File: src/rtl/riscy_mem_pkg.sv
// Shared definitions for the memory access path: request size codes,
// initiator FSM states and the alignment rule applied to incoming requests.
package riscy_mem_pkg;

  localparam logic [1:0] MEM_SIZE_BYTE = 2'd0;
  localparam logic [1:0] MEM_SIZE_HALF = 2'd1;
  localparam logic [1:0] MEM_SIZE_WORD = 2'd2;
  localparam logic [1:0] MEM_SIZE_RSVD = 2'd3;

  localparam int WORD_BYTES = 4;

  typedef enum logic [2:0] {
    ST_IDLE  = 3'd0,
    ST_READ  = 3'd1,
    ST_WRITE = 3'd2,
    ST_ERR   = 3'd3,
    ST_RESP  = 3'd4
  } mem_state_t;

  // Reserved size, odd half or unaligned word are all rejected.
  function automatic logic req_misaligned(input logic [1:0] size, input logic [1:0] offset);
    case (size)
      MEM_SIZE_BYTE: return 1'b0;
      MEM_SIZE_HALF: return offset[0];
      MEM_SIZE_WORD: return (offset != 2'b00);
      default:       return 1'b1;
    endcase
  endfunction

endpackage

File: src/rtl/mem_lane_align.sv
// Little-endian byte-lane helper: extracts/extends a loaded byte or half and
// merges sub-word store data into a previously read word.
module mem_lane_align
  import riscy_mem_pkg::*;
#(
  parameter int DATA_W = 32
) (
  input  logic [DATA_W-1:0]               word,
  input  logic [$clog2(WORD_BYTES)-1:0]   offset,
  input  logic [1:0]                      size,
  input  logic                            sign_ext,
  input  logic [DATA_W-1:0]               wdata,
  output logic [DATA_W-1:0]               load_data,
  output logic [DATA_W-1:0]               merged
);

  function automatic logic [DATA_W-1:0] lane_extract(
    input logic [DATA_W-1:0] w, input logic [1:0] off,
    input logic [1:0] sz, input logic sx);
    logic [7:0]  b;
    logic [15:0] h;
    b = w[{off, 3'b000} +: 8];
    h = w[{off[1], 4'b0000} +: 16];
    case (sz)
      MEM_SIZE_BYTE: return sx ? {{(DATA_W-8){b[7]}}, b} : {{(DATA_W-8){1'b0}}, b};
      MEM_SIZE_HALF: return sx ? {{(DATA_W-16){h[15]}}, h} : {{(DATA_W-16){1'b0}}, h};
      default:       return w;
    endcase
  endfunction

  function automatic logic [DATA_W-1:0] lane_merge(
    input logic [DATA_W-1:0] w, input logic [1:0] off,
    input logic [1:0] sz, input logic [DATA_W-1:0] d);
    logic [DATA_W-1:0] m;
    m = w;
    case (sz)
      MEM_SIZE_BYTE: m[{off, 3'b000} +: 8] = d[7:0];
      MEM_SIZE_HALF: m[{off[1], 4'b0000} +: 16] = d[15:0];
      default:       m = d;
    endcase
    return m;
  endfunction

  assign load_data = lane_extract(word, offset, size, sign_ext);
  assign merged    = lane_merge(word, offset, size, wdata);

endmodule

File: src/rtl/mem_access_initiator.sv
// Load/store master for the word-addressed main memory: accepts byte-addressed
// requests, checks alignment, does read-modify-write for sub-word stores.
module mem_access_initiator
  import riscy_mem_pkg::*;
#(
  parameter int ADDR_W = 32,
  parameter int DATA_W = 32
) (
  input  logic              clk,
  input  logic              rst,
  input  logic              req_valid,
  output logic              req_ready,
  input  logic              req_write,
  input  logic [1:0]        req_size,
  input  logic              req_signed,
  input  logic [ADDR_W-1:0] req_addr,
  input  logic [DATA_W-1:0] req_wdata,
  output logic              resp_valid,
  output logic [DATA_W-1:0] resp_rdata,
  output logic              resp_error,
  output logic [ADDR_W-1:0] mem_address,
  output logic              mem_read_enable,
  output logic              mem_write_enable,
  output logic [DATA_W-1:0] mem_wdata,
  input  logic [DATA_W-1:0] mem_rdata
);

  mem_state_t        state;
  logic              cap_write;
  logic [1:0]        cap_size;
  logic              cap_signed;
  logic [1:0]        cap_offset;
  logic [DATA_W-1:0] cap_wdata;
  logic [DATA_W-1:0] load_data;
  logic [DATA_W-1:0] merged;
  logic              accept;
  logic              req_err;

  assign accept  = req_valid & req_ready;
  assign req_err = req_misaligned(req_size, req_addr[1:0]);

  // Request payload is captured at accept and never needs a reset value.
  always_ff @(posedge clk) begin
    if (accept) begin
      cap_write  <= req_write;
      cap_size   <= req_size;
      cap_signed <= req_signed;
      cap_offset <= req_addr[1:0];
      cap_wdata  <= req_wdata;
    end
  end

  mem_lane_align #(.DATA_W(DATA_W)) u_lane_align (
    .word      (mem_rdata),
    .offset    (cap_offset),
    .size      (cap_size),
    .sign_ext  (cap_signed),
    .wdata     (cap_wdata),
    .load_data (load_data),
    .merged    (merged)
  );

  always_ff @(posedge clk or posedge rst) begin
    if (rst) begin
      state            <= ST_IDLE;
      req_ready        <= 1'b1;
      resp_valid       <= 1'b0;
      resp_rdata       <= '0;
      resp_error       <= 1'b0;
      mem_address      <= '0;
      mem_read_enable  <= 1'b0;
      mem_write_enable <= 1'b0;
      mem_wdata        <= '0;
    end else begin
      case (state)
        ST_IDLE: begin
          if (req_valid) begin
            req_ready   <= 1'b0;
            mem_address <= {2'b00, req_addr[ADDR_W-1:2]};
            if (req_err) begin
              state <= ST_ERR;
            end else if (req_write && req_size == MEM_SIZE_WORD) begin
              state            <= ST_WRITE;
              mem_write_enable <= 1'b1;
              mem_wdata        <= req_wdata;
            end else begin
              state           <= ST_READ;
              mem_read_enable <= 1'b1;
            end
          end
        end
        // mem_rdata is combinational, so it is valid by the end of this cycle.
        ST_READ: begin
          mem_read_enable <= 1'b0;
          if (cap_write) begin
            state            <= ST_WRITE;
            mem_write_enable <= 1'b1;
            mem_wdata        <= merged;
          end else begin
            state      <= ST_RESP;
            resp_valid <= 1'b1;
            resp_rdata <= load_data;
          end
        end
        ST_WRITE: begin
          mem_write_enable <= 1'b0;
          state            <= ST_RESP;
          resp_valid       <= 1'b1;
          resp_rdata       <= '0;
        end
        ST_ERR: begin
          state      <= ST_RESP;
          resp_valid <= 1'b1;
          resp_error <= 1'b1;
          resp_rdata <= '0;
        end
        ST_RESP: begin
          state      <= ST_IDLE;
          resp_valid <= 1'b0;
          resp_error <= 1'b0;
          resp_rdata <= '0;
          req_ready  <= 1'b1;
        end
        default: begin
          state            <= ST_IDLE;
          req_ready        <= 1'b1;
          resp_valid       <= 1'b0;
          resp_error       <= 1'b0;
          resp_rdata       <= '0;
          mem_read_enable  <= 1'b0;
          mem_write_enable <= 1'b0;
        end
      endcase
    end
  end

endmodule
File: config.mk
export PLATFORM = sky130hd
export DESIGN_NAME = mem_access_initiator
export DESIGN_NICKNAME = d
export VERILOG_FILES = /design/src/rtl/riscy_mem_pkg.sv /design/src/rtl/mem_lane_align.sv /design/src/rtl/mem_access_initiator.sv
export SDC_FILE = /design/constraint.sdc
export NUM_CORES = 1
export LEC_CHECK = 0
export BUFFER_PORTS_ARGS = -buffer_cell sky130_fd_sc_hd__buf_2
export CAP_MARGIN = 15
export CORE_ASPECT_RATIO = 1.1
export CORE_MARGIN = 2
export CORE_UTILIZATION = 52
export CTS_CLUSTER_SIZE = 16
export DETAILED_ROUTE_END_ITERATION = 8
export PLACE_DENSITY = 0.88
export SYNTH_ARGS = -nofsm -noshare
export SYNTH_HDL_FRONTEND = slang
export SYNTH_SLANG_ARGS = --single-unit
File: constraint.sdc
create_clock -name clk -period 4 [get_ports clk]
set_input_delay 0.2 -clock clk [delete_from_list [all_inputs] [get_ports clk]]
set_output_delay 0.2 -clock clk [all_outputs]
set_load 0.05 [all_outputs]
==> results_dict.tcl <==
set metrics [dict create \
    synthFlopType "dfrtp_1" \
    final_common_cell "buf_2" \
    crit_chain "inv_1 > ha_1 > nor4b_4 > and3b_1 > a211oi_1 > o31ai_1" \
    worstMarginPinSlew_ps 1058 \
    clockBufferDepth 2 \
    path_class "reg2reg" \
    grt_pass1_vias 6447 \
    yosysTopAreaCell "dfrtp_1" \
    numPlacedInstances 915 \
    wl_met1_um 8311 \
    grt_max_degree 58 \
    syn_to_final_growth_pct 30.98 \
    wl_met3_um 2921 \
    ioPinCount 204 \
    end_kind "flop" \
    slew_headroom_pct 28.95 \
    clk_latency_ps 430 \
    finalClockSkew_ps 12.96 \
    synth_edf_count 38 \
    max_freq_mhz 343.6 \
    die_h_um 125.3 \
    finalNetCount 929 \
    cts-htree-levels 4 \
    synth.avg_cell_area_um2 11.70 \
    layout_common_cells "201 x buf_2, 101 x dfrtp_1, 61 x nor2_1" \
    cts_tree "built" \
    final_cells 995 \
    crit_path_start_kind "flop" \
    timing.setup.tns_ps 0 \
    drt-wirelength-per-cell_um 22.89 \
    p_leak_uw 0.004188 \
    rows 44 \
    n_fill_cell 910 \
    postCtsSetupRepairBufs 0 \
    status "complete, no violations" \
    highest_layer "met4" \
    cp_max_fo 14 \
    grt-ovfl-total 0 \
    layout-drive-gt1-share_pct 35.37 \
    preCtsSetupSlack_ps 1146 \
    synthArstFlopShare_pct 72.86 \
    rsz0062_at_grt "false" \
    start_util_pct 53.05 \
    io_buffers 201 \
    max-vdd-ir-drop_mv 0.7006 \
    routed_via_density 6.537 \
    crit_arrival_ps 3240 \
    fin_ws_ps 1089 \
    synthTopCellsByArea "dfrtp_1 36%, edfxtp_1 16%, mux2_2 5.0%" \
    fin_crit_sh_pct 72.77 \
    min_period_ps 2911 \
    coreArea_um2 13100 \
    cts_buffers 17 \
    dieArea_um2 14310 \
    hold_viol 0 \
    wl_um 22770 \
    cts_sinks 140 \
    die_w_um 114.2 \
    setup-violations-final 0 \
    drt_pass1_iterations 6 \
    detail-route-antenna-nets 0 \
    worst_path_max_delay_cell "edfxtp_1" \
    synth-seq-area-share_pct 53.16 \
    drv_slew 0 \
    worstHoldPathType "in2reg" \
    synth_area_um2 6950 \
    num_vias 6504 \
    slowest_delay_ps 780 \
    grt_pass1_wl_um 36020 \
    syn_inst 594 \
    yosysTopAreaCellShare_pct 36.36 \
    netlist-cell-type-count 56 \
    hpwl_um 15170 \
    p_per_area_nw_per_um2 858.3 \
    clockRootBuffer "clkbuf_16" \
    maxCapViolCount 0 \
    routed-wl-met2_um 10580 \
    n_antenna_cell 0 \
    yosysWarnings 0 \
    crit_required_ps 4330 \
    ys_ff_latch 140 \
    gp_congestion 0.9972 \
    clk_pin_slew_ps 60 \
    drc 0 \
    grtUsageTotal_pct 32.77 \
    antenna_found_initial 0 \
    drt-initial-drc-count 890 \
]
==> power by group <==
group | leakage (uW) | total [uW] | switching [uW] | internal [uW]
clock network | 0.000311 | 1650 | 602 | 1050
logic | 0.00223 | 3760 | 2750 | 1010
registers | 0.00164 | 2400 | 389 | 2010
total | 0.00419 | 7810 | 3740 | 4080
==> cells in the mapped netlist (all sizes together), types with 5 or more instances <==
cell / count
dfrtp: 101
nor2: 61
o21ai: 57
edfxtp: 38
o31ai: 33
a221o: 31
mux2: 31
buf: 28
clkbuf: 26
nand2: 22
a211oi: 18
mux2i: 17
a211o: 10
a221oi: 8
a41oi: 8
inv: 8
mux4: 8
o211a: 8
o22ai: 8
a21o: 7
nor3: 7
o2bb2ai: 7
a22oi: 6
ha: 5
nand2b: 5
nor2b: 5
==> final timing paths <==
check	from	endpoint	slack (ps)	cells after the start
min	req_addr[15]	mem_address[13]	9	2
max	cap_offset[1]	mem_wdata[24]	1090	6
max reg2reg	cap_offset[1]	mem_wdata[24]	1090	6
min in group asynchronous	rst	mem_wdata[8]	450	3
max in group asynchronous	rst	resp_rdata[10]	2480	4
min reg2reg	resp_rdata[8]	resp_rdata[8]	480	1
==> layout make-up <==
type	count	area [um2]	share of cell area (%)
Tap cell	161	201.4	2.213
Clock buffer	24	525.5	5.772
Inverter	8	32.53	0.3573
Clock inverter	8	100.1	1.100
Timing Repair Buffer	261	1577	17.32
Multi-Input combinational cell	393	2973	32.66
Sequential cell	140	3695	40.59
==> critical path, delay by kind of cell (launching register included) <==
kind            cells  cell delay [ps]
simple gates        2              980
flops               1              780
compound gates      2              400
fa+ha+maj           1              330
buf+inv             1              320
==> sequential cells by signal (all words and copies together), names as in the netlist <==
| name | cells |
|---|---|
| cap_offset | 2 |
| cap_signed | 1 |
| cap_size | 2 |
| cap_wdata | 32 |
| cap_write | 1 |
| mem_address | 30 |
| mem_read_enable | 1 |
| mem_wdata | 32 |
| mem_write_enable | 1 |
| req_ready | 1 |
| resp_error | 1 |
| resp_rdata | 32 |
| resp_valid | 1 |
| state | 3 |
==> metal layers <==
metal	track usage, %	vias to the layer above
met4	13.34	0
met1	42.86	3092
met2	50.60	570
met3	10.71	100
met5	0	-
li1	-	2742
==> per-stage QoR <==
stage / hold WS [ps] / cell area (um2) / power [uW] / utilization, %
after detailed placement: 367.6 / 7998 / 6052 / 61.04
after floorplan: 298.9 / 6954 / 5126 / -
after global routing: 4.141 / 9104 / 8129 / 69.48
after global placement: 363.9 / 7998 / 5974 / 61.04
final: 8.702 / 9104 / 7814 / 69.48
after CTS: 1.563 / 9094 / 7751 / 69.40
==> timing repair <==
action | in CTS | in global routing
hold buffers | 47 | 1
hold endpoints to repair | 102 | 1
gates resized for setup | 0 | 0
setup endpoints to repair | 0 | 0
==> cells by family after synthesis <==
group                      count (synthesis)  synth area share, %
AOI/OAI and AO/OA                        212                22.99
adders and majority gates                  5               0.9001
DFF                                      140                53.16
muxes                                     56                10.06
other                                      1              0.05395
and+or+nand+nor                          118                8.443
buffers and inverters                     62                4.392
Power figures use the tool's default switching activity.
